File: src/rtl/gcd_job_queue.sv
// gcd_job_queue: CPU command-queue front end for the GCD engine.
// The CPU stages operand A, pushes {A,B} pairs into a job FIFO and pops
// results from a result FIFO; a small dispatcher feeds the engine one
// job at a time over a start/done handshake.
//
// Ports:
//   clk         rising-edge clock
//   n_reset     synchronous, active-high reset
//   saddress    CPU bus address (registers at BASE+0/4/8/C)
//   srd, swr    one-cycle read / write strobes
//   sdata_in    write data
//   sdata_out   registered read data, held until the next read
//   eng_start   one-cycle job launch pulse
//   eng_a/b     operands of the job in flight
//   eng_done    one-cycle completion pulse
//   eng_result  GCD result, valid with eng_done
module gcd_job_queue #(
    parameter int          DEPTH = 4,
    parameter logic [15:0] BASE  = 16'h108
) (
    input  logic        clk,
    input  logic        n_reset,
    input  logic [15:0] saddress,
    input  logic        srd,
    input  logic        swr,
    input  logic [31:0] sdata_in,
    output logic [31:0] sdata_out,
    output logic        eng_start,
    output logic [31:0] eng_a,
    output logic [31:0] eng_b,
    input  logic        eng_done,
    input  logic [31:0] eng_result
);

    localparam int          PW  = $clog2(DEPTH);
    localparam logic [3:0]  DEP = 4'(DEPTH);
    localparam logic [15:0] A_OPA = BASE;
    localparam logic [15:0] A_OPB = BASE + 16'h4;
    localparam logic [15:0] A_RES = BASE + 16'h8;
    localparam logic [15:0] A_STA = BASE + 16'hC;

    typedef enum logic [1:0] {
        S_IDLE,
        S_ISSUE,
        S_WAIT
    } state_e;

    state_e state_q;

    logic [31:0]   opa_q, opa_d;
    logic [31:0]   rdata_q, rdata_d;
    logic          start_q;
    logic [31:0]   eng_a_q, eng_b_q;

    logic [31:0]   job_a_q [DEPTH];
    logic [31:0]   job_b_q [DEPTH];
    logic [31:0]   res_q   [DEPTH];

    logic [PW-1:0] job_wp_q, job_wp_d, job_rp_q, job_rp_d;
    logic [PW-1:0] res_wp_q, res_wp_d, res_rp_q, res_rp_d;
    logic [3:0]    job_cnt_q, job_cnt_d, res_cnt_q, res_cnt_d;
    logic          ovf_q, ovf_d, unf_q, unf_d, zer_q, zer_d;

    logic sel_opa, sel_opb, sel_res, sel_sta;
    logic wr_opa, wr_opb, wr_sta, rd_res;
    logic push_zero, job_full_eff, job_push, job_ovf, job_pop;
    logic res_push, res_pop, res_unf;
    logic inflight;
    logic [31:0] status;

    assign sel_opa = (saddress == A_OPA);
    assign sel_opb = (saddress == A_OPB);
    assign sel_res = (saddress == A_RES);
    assign sel_sta = (saddress == A_STA);

    assign wr_opa = swr && sel_opa;
    assign wr_opb = swr && sel_opb;
    assign wr_sta = swr && sel_sta;
    assign rd_res = srd && sel_res;

    // Launch only when a result slot is guaranteed free for the job.
    assign job_pop = (state_q == S_IDLE) && (job_cnt_q != 4'd0)
                     && (res_cnt_q < DEP);

    // A zero operand would never terminate in the engine.
    assign push_zero    = wr_opb && ((opa_q == 32'd0) || (sdata_in == 32'd0));
    // Full is judged after a same-cycle dispatcher pop.
    assign job_full_eff = (job_cnt_q == DEP) && !job_pop;
    assign job_push     = wr_opb && !push_zero && !job_full_eff;
    assign job_ovf      = wr_opb && !push_zero && job_full_eff;

    assign res_push = (state_q == S_WAIT) && eng_done;
    assign res_pop  = rd_res && (res_cnt_q != 4'd0);
    assign res_unf  = rd_res && (res_cnt_q == 4'd0);

    assign inflight = (state_q == S_ISSUE) || (state_q == S_WAIT);

    assign status = {13'd0, zer_q, unf_q, ovf_q,
                     res_cnt_q, job_cnt_q,
                     3'd0, inflight,
                     (res_cnt_q == 4'd0), (res_cnt_q == DEP),
                     (job_cnt_q == 4'd0), (job_cnt_q == DEP)};

    always_comb begin
        opa_d     = opa_q;
        job_wp_d  = job_wp_q;
        job_rp_d  = job_rp_q;
        job_cnt_d = job_cnt_q + {3'd0, job_push} - {3'd0, job_pop};
        res_wp_d  = res_wp_q;
        res_rp_d  = res_rp_q;
        res_cnt_d = res_cnt_q + {3'd0, res_push} - {3'd0, res_pop};
        ovf_d     = ovf_q;
        unf_d     = unf_q;
        zer_d     = zer_q;
        rdata_d   = rdata_q;

        if (wr_opa)
            opa_d = sdata_in;
        if (job_push)
            job_wp_d = job_wp_q + PW'(1);
        if (job_pop)
            job_rp_d = job_rp_q + PW'(1);
        if (res_push)
            res_wp_d = res_wp_q + PW'(1);
        if (res_pop)
            res_rp_d = res_rp_q + PW'(1);

        // W1C first so a same-cycle event still sets the bit.
        if (wr_sta) begin
            if (sdata_in[16]) ovf_d = 1'b0;
            if (sdata_in[17]) unf_d = 1'b0;
            if (sdata_in[18]) zer_d = 1'b0;
        end
        if (job_ovf)   ovf_d = 1'b1;
        if (res_unf)   unf_d = 1'b1;
        if (push_zero) zer_d = 1'b1;

        if (srd) begin
            unique case (1'b1)
                sel_opa: rdata_d = opa_q;
                sel_sta: rdata_d = status;
                sel_res: rdata_d = res_pop ? res_q[res_rp_q] : 32'd0;
                default: rdata_d = 32'd0;
            endcase
        end
    end

    always_ff @(posedge clk) begin
        if (n_reset) begin
            opa_q     <= 32'd0;
            rdata_q   <= 32'd0;
            job_wp_q  <= '0;
            job_rp_q  <= '0;
            job_cnt_q <= 4'd0;
            res_wp_q  <= '0;
            res_rp_q  <= '0;
            res_cnt_q <= 4'd0;
            ovf_q     <= 1'b0;
            unf_q     <= 1'b0;
            zer_q     <= 1'b0;
        end else begin
            opa_q     <= opa_d;
            rdata_q   <= rdata_d;
            job_wp_q  <= job_wp_d;
            job_rp_q  <= job_rp_d;
            job_cnt_q <= job_cnt_d;
            res_wp_q  <= res_wp_d;
            res_rp_q  <= res_rp_d;
            res_cnt_q <= res_cnt_d;
            ovf_q     <= ovf_d;
            unf_q     <= unf_d;
            zer_q     <= zer_d;
        end
    end

    // FIFO storage needs no reset; the pointers define validity.
    always_ff @(posedge clk) begin
        if (job_push) begin
            job_a_q[job_wp_q] <= opa_q;
            job_b_q[job_wp_q] <= sdata_in;
        end
        if (res_push)
            res_q[res_wp_q] <= eng_result;
    end

    // Dispatcher: operands are loaded on the edge entering ISSUE so
    // they are valid in the same cycle as the start pulse.
    always_ff @(posedge clk) begin
        if (n_reset) begin
            state_q <= S_IDLE;
            start_q <= 1'b0;
            eng_a_q <= 32'd0;
            eng_b_q <= 32'd0;
        end else begin
            unique case (state_q)
                S_IDLE: begin
                    if (job_pop) begin
                        state_q <= S_ISSUE;
                        start_q <= 1'b1;
                        eng_a_q <= job_a_q[job_rp_q];
                        eng_b_q <= job_b_q[job_rp_q];
                    end
                end
                S_ISSUE: begin
                    state_q <= S_WAIT;
                    start_q <= 1'b0;
                end
                S_WAIT: begin
                    if (eng_done)
                        state_q <= S_IDLE;
                end
                default: begin
                    state_q <= S_IDLE;
                    start_q <= 1'b0;
                end
            endcase
        end
    end

    assign sdata_out = rdata_q;
    assign eng_start = start_q;
    assign eng_a     = eng_a_q;
    assign eng_b     = eng_b_q;

endmodule

File: config.mk
export PLATFORM = sky130hd
export DESIGN_NAME = gcd_job_queue
export DESIGN_NICKNAME = d
export VERILOG_FILES = /design/src/rtl/gcd_job_queue.sv
export SDC_FILE = /design/constraint.sdc
export NUM_CORES = 1
export LEC_CHECK = 0
export BUFFER_PORTS_ARGS = -buffer_cell sky130_fd_sc_hd__buf_2
export CAP_MARGIN = 20
export CORE_MARGIN = 2
export CORE_UTILIZATION = 53
export DETAILED_ROUTE_END_ITERATION = 10
export HOLD_SLACK_MARGIN = 0.12
export PLACE_DENSITY = 0.75
export SETUP_SLACK_MARGIN = 0.3
export SYNTH_ARGS = -nofsm -noshare
export SYNTH_HDL_FRONTEND = slang
export SYNTH_SLANG_ARGS = --single-unit
export TNS_END_PERCENT = 1
File: constraint.sdc
create_clock -name clk -period 3.4 [get_ports clk]
set_clock_uncertainty 0.05 [all_clocks]
set_input_delay 0.68 -clock clk [delete_from_list [all_inputs] [get_ports clk]]
set_output_delay 0.68 -clock clk [all_outputs]
set_load 0.02 [all_outputs]
* Word-level counts from Yosys, hierarchy flattened
Memory sizes are Yosys's and may differ from the RTL's. A register that Yosys moved wholly into a read port is not among the register bits. Index checks and enable logic that the tools add are counted.
Storage, ports and cells: bits in registers 86, RAM bits 384, input bits 85, output and inout bits 97, logic and storage cells 96, memories 3
Memory list:
- job_a_q | words 4, bits a word 32, read ports 1, clocked after memory_dff 1, wr ports 1, line 55 | logic [31:0] job_a_q [DEPTH];
- job_b_q | words 4, bits a word 32, read ports 1, clocked after memory_dff 1, wr ports 1, line 56 | logic [31:0] job_b_q [DEPTH];
- res_q | words 4, bits a word 32, read ports 1, clocked after memory_dff 1, wr ports 1, line 57 | logic [31:0] res_q [DEPTH];
Operators by class: add/subtract/negate cells 8, order comparisons 1, equality and inequality tests 10, muxes and demuxes 22, bitwise gates (word level) 1, reduce and logical (&&, ||, !) cells 38
Operator list (count):
- $pmux 32 s3 | 1
- $eq 16x9->1 const B | 4
- $logic_not 32->1 | 2
- $mux 32 | 1
- $logic_and 1x1->1 | 14
- $mux 1 | 14
- $reduce_and 2->1 | 6
- $reduce_bool 2->1 | 6
- $add 2x1->2 const B | 4
- $add 4x1->4 | 2
- $eq 4x3->1 const B | 2
- $logic_not 4->1 | 2
- $mux 2 | 4
- $reduce_bool 4->1 | 2
- $sub 4x1->4 | 2
- $pmux 2 s3 | 1
- $lt 4x3->1 const B | 1
- $ne 2x2->1 const B | 2
- $logic_not 1->1 | 3
- $eq 2x1->1 const B | 1
- $eq 2x2->1 const B | 1
- $logic_not 2->1 | 1
- $logic_or 1x1->1 | 2
- $pmux 1 s2 | 1
- $not 1->1 | 1

* Depth between registers and ports, before layout
Gate-level depths: netlist of the first run.
depth in word-level cells 9, depth in mapped cells 13

* Least setup slack after synthesis of the first run
OpenSTA, ideal clock, no wires.
path type in2reg, start input saddress[11], end memory job_a_q[0][0], enable pin, setup time 429 ps, arrival 3168 ps, setup slack -247 ps, cell stages on the path 5, path buffers 1, cells stage by stage nor4b_2 -> and4_4 -> buf_6 -> nor3b_4 -> and3_1
Between the ends: longest elaborated chain between the ends 8
RTL lines:
- start: declaration | line 23 | input logic [15:0] saddress,
- $eq 16x9->1 * | line 72 | assign sel_opb = (saddress == A_OPB);
- $logic_and 1x1->1 * | line 77 | assign wr_opb = swr && sel_opb;
- $logic_and 1x1->1 | line 86 | assign push_zero = wr_opb && ((opa_q == 32'd0) || (sdata_in == 32'd0));
- $logic_not 1->1 | line 89 | assign job_push = wr_opb && !push_zero && !job_full_eff;
- $logic_and 1x1->1 * (2 in series) | line 89
- $mux 1 * | line 178 | if (job_push) begin
- $mux 1 (implied by the code) * | line 179 | job_a_q[job_wp_q] <= opa_q;
- end: declaration | line 55
Every way passes the cells marked *; elsewhere a longest branch is shown, timed or not.

* Final worst setup path of the first run
start register res_cnt_q[2], end register res_cnt_q[2]
Between the ends: longest elaborated chain between the ends 3, elaborated cells on any way between the ends 4, classes of those cells add/sub (2); reduce/logical (2)
RTL lines:
- start: declaration | line 61 | logic [3:0] job_cnt_q, job_cnt_d, res_cnt_q, res_cnt_d;
- start signal: assignment | line 169 | res_cnt_q <= res_cnt_d;
- $reduce_bool 4->1 | line 93 | assign res_pop = rd_res && (res_cnt_q != 4'd0);
- $logic_and 1x1->1 | line 93
- net res_pop | line 67 | logic res_push, res_pop, res_unf;
- $sub 4x1->4 | line 111 | res_cnt_d = res_cnt_q + {3'd0, res_push} - {3'd0, res_pop};
The timed path passes the listed nets, and every way through them passes these cells. A chain may end at the register's enable or synchronous reset.

==> qor.txt, run 1 <==
status -> finished clean
Critical Path RT -> 3830 ps
via count -> 11382
DIE WIDTH -> 200 um
Synth Net Count -> 1358
RSZ-0062 raised after global routing -> no
Slew headroom -> 43.0%
number of global-route vias before repair -> 11522
final non-filler cell total -> 2010
largest area contributor in the netlist -> edfxtp_1
Total GRT Usage -> 22.9%
Syn Inst Count -> 1249
num rows -> 71
initial antenna violation count -> 5
Area Growth Syn to Fin -> 16.3%
CP Capture Type -> flip-flop
clock slew at reported path FFs -> 60 ps
dominant synthesized flop cell -> edfxtp_1
CTS Hold Buffers Added -> 0
H-tree depth -> 2
Period Utilization, post-route -> 80.2%
ys async rst share -> 0%
Cell Pwr Density -> 727 nW/um^2
RePlAce Congestion -> 0.811
syn avg cell area -> 16.3 um^2
CP Data Arrival Time -> 3160 ps
Post-synth EDFFs -> 384
Max Clock Freq -> 367 MHz
FF+latch count, synth -> 536
Syn. warnings -> 0
ranking of synthesized cells by area -> edfxtp_1, dfxtp_1, mux4_2
CTS tree -> built
Starting Density -> 53.9%
gr ovfl total -> 0
IO Pins -> 182
worst-margin pin slew -> 856 ps
share of cells above drive strength 1 -> 32.1%
Worst Hold Path Cells -> 1
filler cell count -> 2700
Setup CP Type -> flip-flop to flip-flop
number of max-slew violations in the final report -> 0
Core ar. -> 37800 um^2
Hold WC Path Type -> input pin to flip-flop
DR vias/cell -> 5.66
Lkg Pwr -> 8.30 nW
sequential area share after synthesis -> 71.6%
DRT Wirelength -> 44.6 mm
final hold viol count -> 0
Setup Viol. Count Final -> 0
Die ar. -> 40000 um^2
drt initial violations -> 869
crit path launch type -> flip-flop
largest net degree at the start of global routing -> 68
MaxCap Viol Count -> 0
DRT Pass-1 Iters -> 5
Final nets -> 1560
number of routed nets with antenna violations -> 0
synthesized cell area -> 20300 um^2
CP max FO -> 4
Residual DRC -> 0
die span in y -> 200 um
PortBufs -> 181
count of different cell masters after synthesis -> 55
first-pass GRT wire length -> 67.7 mm
Num CTS Buffers -> 53
WL/cell -> 22.2 um
power consumption -> 0.0172 W
worst-skew pair later-pin latency -> 610 ps
Reg2Reg Depth -> 12
peak supply drop -> 627 uV
cts repair resizes -> 0
clock root buffer master -> clkbuf_16
Clock Tree Buf Depth -> 3
Post-CTS Setup Inserts -> 0
Fin Hold WS -> 247 ps
Final HPWL DP -> 27.6 mm
dpl cells -> 1907
CTS Sinks -> 536
Yosys top cell area share -> 56.7%
Tmin final -> 2730 ps
-- layout make-up --
type                            instances  area [um^2]  share of cell area [%]
Sequential cell                       536        14600                    61.6
Clock buffer                           74         1550                    6.54
Inverter                               33          124                   0.524
Antenna cell                            3         7.51                  0.0317
Tap cell                              511          639                    2.70
Multi-Input combinational cell        611         5260                    22.2
Timing Repair Buffer                  216         1230                    5.21
Clock inverter                         26          264                    1.12
-- cells in the mapped netlist, types with 3 or more instances --
cell type  instances
edfxtp_1         384
nand2_1          179
dfxtp_1          152
mux4_2            96
a21oi_1           74
inv_1             33
a21oi_2           30
nand2_2           30
a221o_1           29
clkbuf_1          28
nor2b_1           24
ha_1              22
nor2_1            20
buf_2             17
nor4_1            16
o21ai_0           16
nand3_1           12
and3_1             9
buf_4              8
buf_1              7
nand4_1            7
xnor2_1            5
a21o_1             4
buf_6              4
xor2_1             4
buf_12             3
nand2b_1           3
-- registers in the layout, indices dropped and copies added, names as in the netlist, named ones only --
signal and flops:
job_a_q 128, job_b_q 128, res_q 128, eng_a 32, eng_b 32, opa_q 32
sdata_out 32, job_cnt_q 4, res_cnt_q 4, job_rp_q 2, job_wp_q 2, res_rp_q 2
res_wp_q 2, state_q 2, eng_start 1, ovf_q 1, unf_q 1, zer_q 1
-- routing by layer --
layer	GRT usage (%)	vias to the layer above	routed length, um
li1	-	5148	-
met1	31.4	5766	18800
met2	36.5	401	21200
met3	5.78	63	3720
met4	6.78	4	951
met5	0	-	16
-- cell usage in the layout (no fill, tap or decap), types with 3 or more instances in the layout --
cell	instances
edfxtp_1	384
buf_2	180
nand2_1	179
dfxtp_1	149
mux4_2	96
a21oi_1	74
clkbuf_16	55
inv_1	33
buf_4	31
nand2_2	30
a21oi_2	30
a221o_1	29
nor2b_1	24
ha_1	22
nor2_1	19
o21ai_0	16
nor4_1	16
nand3_1	11
clkbuf_8	10
clkbuf_1	9
clkinv_2	8
nand4_1	7
clkinv_1	7
xnor2_1	5
and3_2	5
buf_12	5
a21o_1	4
xor2_1	4
and3_1	4
bufinv_16	4
diode_2	3
nand2b_1	3
clkinv_4	3
-- path summary, 6_finish.rpt --
| kind | from | endpoint | slack (ps) |
|---|---|---|---|
| setup / recovery | res_cnt_q[2] | res_cnt_q[2] | 670 |
| hold / removal | eng_result[0] | res_q[2][0] | 250 |
| setup reg to reg | res_cnt_q[2] | res_cnt_q[2] | 670 |
| hold reg to reg | eng_a[5] | eng_a[5] | 400 |
-- worst max-delay path: stages (launching register included) --
cell and delay [ps]:
dfxtp_1 330, inv_1 90, ha_1 270, nor3b_2 410, nor2b_4 80, and2_1 210
ha_1 280, inv_1 60, ha_1 150, inv_1 60, fa_1 410, xor2_1 160
nor2_1 50
-- cells by family (layout without fill, tap and decap cells) --
| kind of cell | count (synthesis) | after routing | share of synthesized area (%) |
|---|---|---|---|
| flops | 536 | 536 | 71.6 |
| simple gates | 316 | 316 | 7.55 |
| compound gates | 165 | 165 | 5.63 |
| buf+inv | 102 | 349 | 2.58 |
| mux | 97 | 97 | 10.7 |
| fa+ha+maj | 24 | 24 | 1.55 |
| xor+xnor | 9 | 9 | 0.387 |
| other cells | 0 | 3 | 0 |
-- metrics by stage --
stage | area (um^2) | util (%) | setup WS (ps) | setup TNS, ps
3_3_place_gp | 21800 | 57.8 | 275 | 0
3_5_place_dp | 21800 | 57.8 | 254 | 0
5_1_grt | 23700 | 62.7 | 490 | 0
6_report | 23700 | 62.7 | 673 | 0
2_1_floorplan | 20300 | - | -246 | -47310
4_1_cts | 23700 | 62.6 | 694 | 0
-- power by group --
group          internal (W)  total, W  leakage [nW]  switching, W
clock network       0.00350   0.00597         0.888       0.00248
registers           0.00740   0.00777          4.72      0.000367
logic               0.00144   0.00345          2.69       0.00201
No activity file was read; power rests on OpenSTA's default activity.
==> run 2: changes to the inputs <==
--- a/config.mk
+++ b/config.mk
@@ -5,13 +5,14 @@
 export SDC_FILE = /design/constraint.sdc
 export NUM_CORES = 1
 export LEC_CHECK = 0
+export ABC_AREA = 1
 export BUFFER_PORTS_ARGS = -buffer_cell sky130_fd_sc_hd__buf_2
 export CAP_MARGIN = 20
 export CORE_MARGIN = 2
-export CORE_UTILIZATION = 53
+export CORE_UTILIZATION = 54
 export DETAILED_ROUTE_END_ITERATION = 10
 export HOLD_SLACK_MARGIN = 0.12
-export PLACE_DENSITY = 0.75
+export PLACE_DENSITY = 0.76
 export SETUP_SLACK_MARGIN = 0.3
 export SYNTH_ARGS = -nofsm -noshare
 export SYNTH_HDL_FRONTEND = slang
==> constraint.sdc (replaced) <==
create_clock -name clk -period 2.25 [get_ports clk]
set_clock_uncertainty 0.05 [all_clocks]
set_input_delay 0.45 -clock clk [delete_from_list [all_inputs] [get_ports clk]]
set_output_delay 0.45 -clock clk [all_outputs]
set_load 0.02 [all_outputs]
==> run 2 against run 1 <==
- the flow now finishes with violations (negative setup slack)
- highest routed layer is now met4
- sequential cell count did not move
- sequential share of layout area fell by 7.2 points
- global-route usage rose by 4.8 points
- first-iteration DRC count rose by 69%
- hold slack got worse by 100 ps
- largest cell class unchanged
- die area rose by 4.6%
- maximum frequency rose by 20%
- non-clock buffer count rose by 169
==> qor.txt, run 2 <==
status -> finished, violations left (was finished clean)
failing checks -> negative setup slack
IO Pins -> 182 (unchanged)
clock root buffer master -> clkbuf_16 (unchanged)
CP max FO -> 4 (unchanged)
DRT Pass-1 Iters -> 5 (unchanged)
commonest non-fill, non-tap cell in the layout -> nor2_1 (was edfxtp_1)
CP Cell Sequence -> inv_2 > ha_4 > nor3b_4 > nor2_1 > nand2_2 > nand2_2 > nand2_4 > o21ai_2 > ha_2 > inv_2 > fa_2 > nor2_2 (was inv_1 > ha_1 > nor3b_2 > nor2b_4 > and2_1 > ha_1 > inv_1 > ha_1 > inv_1 > fa_1 > xor2_1 > nor2_1)
Yosys top cell area share -> 53.1% (was 56.7%)
Clock Tree Buf Depth -> 3 (unchanged)
Hold WC Path Type -> input pin to flip-flop (unchanged)
drt initial violations -> 1467 (was 869)
Post-synth EDFFs -> 384 (unchanged)
first-pass GRT wire length -> 89.0 mm (was 67.7 mm)
Max Clock Freq -> 442 MHz (was 367 MHz)
FF+latch count, synth -> 536 (unchanged)
crit path launch type -> flip-flop (unchanged)
initial antenna violation count -> 0 (was 5)
number of max-slew violations in the final report -> 0 (unchanged)
Setup Viol. Count Final -> 1 (was 0)
ranking of synthesized cells by area -> edfxtp_1, dfxtp_1, nor2_1 (was edfxtp_1, dfxtp_1, mux4_2)
Setup CP Type -> flip-flop to flip-flop (unchanged)
power consumption -> 0.0276 W (was 0.0172 W)
sequential area share after synthesis -> 67.1% (was 71.6%)
post-route cell area -> 26800 um^2 (was 23700 um^2)
CP Capture Type -> flip-flop (unchanged)
largest area contributor in the netlist -> edfxtp_1 (unchanged)
number of global-route vias before repair -> 16249 (was 11522)
dpl cell area -> 24300 um^2 (was 21800 um^2)
CP Data Arrival Time -> 2680 ps (was 3160 ps)
WL/cell -> 19.5 um (was 22.2 um)
Die ar. -> 41800 um^2 (was 40000 um^2)
gr ovfl total -> 0 (unchanged)
CTS Sinks -> 536 (unchanged)
DIE WIDTH -> 205 um (was 200 um)
number of routed nets with antenna violations -> 0 (unchanged)
filler cell count -> 2809 (was 2700)
DR vias/cell -> 5.60 (was 5.66)
Final HPWL DP -> 36.4 mm (was 27.6 mm)
Num CTS Buffers -> 53 (unchanged)
diode count -> 0 (was 3)
RSZ-0062 raised after global routing -> yes (was no)
via count -> 16567 (was 11382)
ys async rst share -> 0% (unchanged)
startpoint of the worst hold path -> sdata_in[24] (was eng_result[0])
Multi-input gate area -> 6410 um^2 (was 5260 um^2)
CP max stage delay -> 520 ps (was 410 ps)
dpl cells -> 2800 (was 1907)
Total GRT Usage -> 27.7% (was 22.9%)
DRT Wirelength -> 57.6 mm (was 44.6 mm)
synthesized cell area -> 21700 um^2 (was 20300 um^2)
dpl ws -> -304 ps (was 254 ps)
Final nets -> 2496 (was 1560)
clock slew at reported path FFs -> 60 ps (about the same)
peak supply drop -> 912 uV (was 627 uV)
MaxCap Viol Count -> 0 (unchanged)
CTS tree -> built (unchanged)
worst-margin pin slew -> 850 ps (was 856 ps)
final non-filler cell total -> 2956 (was 2010)
crit path max-delay cell type -> fa_2 (was nor3b_2)
top cells by count, synth -> nor2_1, edfxtp_1, nand2_1 (was edfxtp_1, nand2_1, dfxtp_1)
Lkg Pwr -> 10.8 nW (was 8.30 nW)
count leader, synth -> nor2_1 (was edfxtp_1)
share of cells above drive strength 1 -> 22.5% (was 32.1%)
dominant synthesized flop cell -> edfxtp_1 (unchanged)
count of different cell masters after synthesis -> 32 (was 55)
worst-skew pair later-pin latency -> 600 ps (was 610 ps)
Cell Pwr Density -> 1030 nW/um^2 (was 727 nW/um^2)
Starting Density -> 54.6% (was 53.9%)
PortBufs -> 181 (unchanged)
Syn. warnings -> 0 (unchanged)
Core ar. -> 39700 um^2 (was 37800 um^2)
Residual DRC -> 0 (unchanged)
Period Utilization, post-route -> 101% (was 80.2%)
storage element area -> 14600 um^2 (about the same)
Area Growth Syn to Fin -> 23.6% (was 16.3%)
Syn Inst Count -> 2071 (was 1249)
RR Startpoint -> job_cnt_q[2] (was res_cnt_q[2])
syn avg cell area -> 10.5 um^2 (was 16.3 um^2)
H-tree depth -> 2 (unchanged)
CP startpoint -> job_cnt_q[2] (was res_cnt_q[2])
Tmin final -> 2260 ps (was 2730 ps)
Critical Path RT -> 2660 ps (was 3830 ps)
die span in y -> 205 um (was 200 um)
num rows -> 73 (was 71)
largest net degree at the start of global routing -> 130 (was 68)
slack of the critical path -> -14.4 ps (was 673 ps)
most frequent cells in the layout -> nor2_1, edfxtp_1, nand2_1 (was edfxtp_1, buf_2, nand2_1)
Slew headroom -> 43.3% (was 43.0%)
final hold viol count -> 0 (unchanged)
RePlAce Congestion -> 0.941 (was 0.811)
Synth Net Count -> 2180 (was 1358)
biggest regs -> job_a_q: 128 flops, job_b_q: 128 flops, res_q: 128 flops (unchanged)
-- run 2: kinds of logic after synthesis --
logic type / share of synthesized area [%]
AND/OR/NAND/NOR: 17.6
XOR/XNOR: 0.0403
adder cells (fa/ha/maj): 1.45
buffers and inverters: 4.36
AO/OA/AOI/OAI: 9.47
flip-flops: 67.1
-- run 2: layer usage --
metal | global-route usage (%) | vias to the layer above | wire [um]
met5 | 0 | - | 0
met4 | 12.2 | 0 | 2570
met3 | 4.92 | 137 | 5330
met2 | 45.8 | 828 | 27600
met1 | 35.9 | 7849 | 22000
li1 | - | 7753 | -
-- run 2: layout make-up --
type	count	share of cell area, %
clock buffers	69	5.48
flip-flops and latches	536	54.4
repair buffers	385	11.1
multi-input cells	1319	23.9
clock inverters	30	1.24
well taps	525	2.45
inverters	92	1.48
-- run 2: timing repair --
action / 4_1_cts / 5_1_grt
hold endpoints to repair: 137 / 0
buffers inserted: 19 / 3
hold buffers: 35 / 0
gates resized for setup: 34 / 35
endpoints found under the setup margin: 332 / 341
pin swaps: 10 / 16
-- run 2: worst paths after layout --
path,to,slack [ps],cells past startpoint
hold reg to reg,sdata_out[2],420,2
setup / recovery,job_cnt_q[1],-10,12
hold / removal,job_b_q[0][24],140,2
setup reg to reg,job_cnt_q[1],-10,12
-- run 2: worst max-delay path: cells and delay by family, from the launching register on --
family | cells | cell delay, ps
AOI/OAI and AO/OA | 1 | 130
DFF | 1 | 360
adders and majority gates | 3 | 850
and+or+nand+nor | 6 | 610
buffers and inverters | 2 | 100
-- run 2: power by group --
| group | leakage (nW) | internal (W) | switching [W] |
|---|---|---|---|
| logic | 4.85 | 0.00234 | 0.00441 |
| registers | 5.04 | 0.0113 | 0.000474 |
| clock network | 0.885 | 0.00541 | 0.00367 |
-- run 2: per-stage QoR --
stage	TNS [ps]	hold WS [ps]	util [%]
after floorplan	-136060	390	-
after global placement	-43870	403	61.1
after detailed placement	-52710	405	61.1
after CTS	0	121	67.1
after global routing	-10120	132	67.5
final	-14.4	145	67.5
==> run 3: changes to the inputs <==
--- a/config.mk
+++ b/config.mk
@@ -13,6 +13,7 @@
 export DETAILED_ROUTE_END_ITERATION = 10
 export HOLD_SLACK_MARGIN = 0.12
 export PLACE_DENSITY = 0.76
+export RECOVER_POWER = 100
 export SETUP_SLACK_MARGIN = 0.3
 export SYNTH_ARGS = -nofsm -noshare
 export SYNTH_HDL_FRONTEND = slang
==> run 3 against run 2 <==
- the run still ends with negative setup slack left
- clock power is essentially flat
- sequential share of layout area is 0.61 points higher
- design area shrank 1.1%
- largest power group unchanged
- sequential power is essentially flat
- global-route usage is the same
- sequential cell count stayed put
==> qor.txt, run 3 (synthesis results as in run 2) <==
status -> finished, violations left (unchanged)
failing checks -> negative setup slack (unchanged)
DR vias/cell -> 5.60 (about the same)
WL/cell -> 19.4 um (was 19.5 um)
Critical Path RT -> 2660 ps (about the same)
PortBufs -> 181 (unchanged)
number of max-slew violations in the final report -> 0 (unchanged)
DRT Wirelength -> 57.5 mm (was 57.6 mm)
power consumption -> 0.0276 W (about the same)
clock slew at reported path FFs -> 60 ps (about the same)
dpl cell area -> 24300 um^2 (unchanged)
biggest regs -> job_a_q: 128 flops, job_b_q: 128 flops, res_q: 128 flops (unchanged)
Cell Pwr Density -> 1040 nW/um^2 (was 1030 nW/um^2)
diode count -> 0 (unchanged)
crit path launch type -> flip-flop (unchanged)
Tmin final -> 2270 ps (was 2260 ps)
peak supply drop -> 911 uV (was 912 uV)
IO Pins -> 182 (unchanged)
DRT Pass-1 Iters -> 5 (unchanged)
number of routed nets with antenna violations -> 0 (unchanged)
Hold WC Path Type -> input pin to flip-flop (unchanged)
MaxCap Viol Count -> 0 (unchanged)
Die ar. -> 41800 um^2 (unchanged)
Final HPWL DP -> 36.4 mm (unchanged)
worst-margin pin slew -> 860 ps (was 850 ps)
FF-to-FF setup slack -> -20 ps (was -10 ps)
worst-skew pair later-pin latency -> 600 ps (about the same)
Setup CP Type -> flip-flop to flip-flop (unchanged)
CP Capture Type -> flip-flop (unchanged)
Residual DRC -> 0 (unchanged)
Final nets -> 2496 (unchanged)
clock root buffer master -> clkbuf_16 (unchanged)
dpl cells -> 2800 (unchanged)
Core ar. -> 39700 um^2 (unchanged)
post-route cell area -> 26500 um^2 (was 26800 um^2)
most frequent cells in the layout -> nor2_1, edfxtp_1, nand2_1 (unchanged)
Worst Hold Path Cells -> 4 (was 2)
CP Data Arrival Time -> 2680 ps (about the same)
RePlAce Congestion -> 0.941 (unchanged)
CP max FO -> 4 (unchanged)
RSZ-0062 raised after global routing -> yes (unchanged)
Max Clock Freq -> 441 MHz (was 442 MHz)
CTS tree -> built (unchanged)
Starting Density -> 54.6% (unchanged)
CTS Sinks -> 536 (unchanged)
commonest non-fill, non-tap cell in the layout -> nor2_1 (unchanged)
slack of the critical path -> -15.8 ps (was -14.4 ps)
Total GRT Usage -> 27.7% (unchanged)
gr ovfl total -> 0 (unchanged)
number of global-route vias before repair -> 16249 (unchanged)
num rows -> 73 (unchanged)
die span in y -> 205 um (unchanged)
Period Utilization, post-route -> 101% (about the same)
largest net degree at the start of global routing -> 130 (unchanged)
Setup Viol. Count Final -> 1 (unchanged)
via count -> 16566 (was 16567)
final hold viol count -> 0 (unchanged)
Area Growth Syn to Fin -> 22.2% (was 23.6%)
Reg2Reg Depth -> 12 (unchanged)
Lkg Pwr -> 10.4 nW (was 10.8 nW)
share of cells above drive strength 1 -> 18.0% (was 22.5%)
final non-filler cell total -> 2956 (unchanged)
Clock Tree Buf Depth -> 3 (unchanged)
drt initial violations -> 1288 (was 1467)
first-pass GRT wire length -> 89.0 mm (unchanged)
filler cell count -> 2903 (was 2809)
Slew headroom -> 42.6% (was 43.3%)
H-tree depth -> 2 (unchanged)
initial antenna violation count -> 0 (unchanged)
Num CTS Buffers -> 53 (unchanged)
DIE WIDTH -> 205 um (unchanged)
-- run 3: cell count changes in the layout (fill, tap and decap cells not counted), sizes merged --
| cell | previous run | this run |
|---|---|---|
| buf | 350 | 241 |
| clkbuf | 69 | 178 |
-- run 3: final cells by class --
| cell class | count | area [um^2] | area share [%] |
|---|---|---|---|
| Clock inverter | 30 | 333 | 1.25 |
| Multi-Input combinational cell | 1319 | 6410 | 24.2 |
| Tap cell | 525 | 657 | 2.48 |
| Clock buffer | 69 | 1470 | 5.54 |
| Sequential cell | 536 | 14600 | 55.0 |
| Timing Repair Buffer | 385 | 2670 | 10.1 |
| Inverter | 92 | 398 | 1.50 |
-- run 3: final timing paths --
kind,endpoint,start
max reg2reg,job_cnt_q[1],job_cnt_q[2]
max,job_cnt_q[1],job_cnt_q[2]
min reg2reg,sdata_out[2],sdata_out[2]
min,state_q[1],eng_done
-- run 3: per-layer routing --
metal	vias to the layer above	wire, um	track usage (%)
li1	7754	-	-
met1	7861	22000	35.9
met2	818	27700	45.8
met3	133	5210	4.92
met4	0	2560	12.2
met5	-	0	0
-- run 3: timing repair --
item                                    4_1_cts  5_1_grt
hold buffers                                 35        0
pin swaps                                    10       16
resized for setup                            34       35
endpoints found under the setup margin      332      341
hold endpoints to repair                    137        0
buffers inserted                             19        3
-- run 3: per-stage QoR --
| stage | setup WS [ps] | utilization [%] | hold WS (ps) | TNS (ps) |
|---|---|---|---|---|
| after global routing | -203 | 66.8 | 270 | -9160 |
| after detailed placement | -304 | 61.1 | 405 | -52710 |
| final | -15.8 | 66.8 | 279 | -15.8 |
| after CTS | 48.9 | 67.1 | 121 | 0 |
| after global placement | -234 | 61.1 | 403 | -43870 |
| after floorplan | -395 | - | 390 | -136060 |
-- run 3: where the power goes --
part	switching [W]	leakage (nW)	internal, W
sequential	0.000468	5.04	0.0113
combinational	0.00441	4.48	0.00230
clock	0.00367	0.885	0.00541
-- run 3: worst max-delay path, stage by stage, from the launching register on --
cell,delay (ps)
dfxtp_2,360
inv_2,60
ha_4,150
nor3b_4,150
nor2_1,130
nand2_2,120
nand2_2,120
nand2_4,60
o21ai_2,130
ha_2,180
inv_2,40
fa_2,520
nor2_2,40
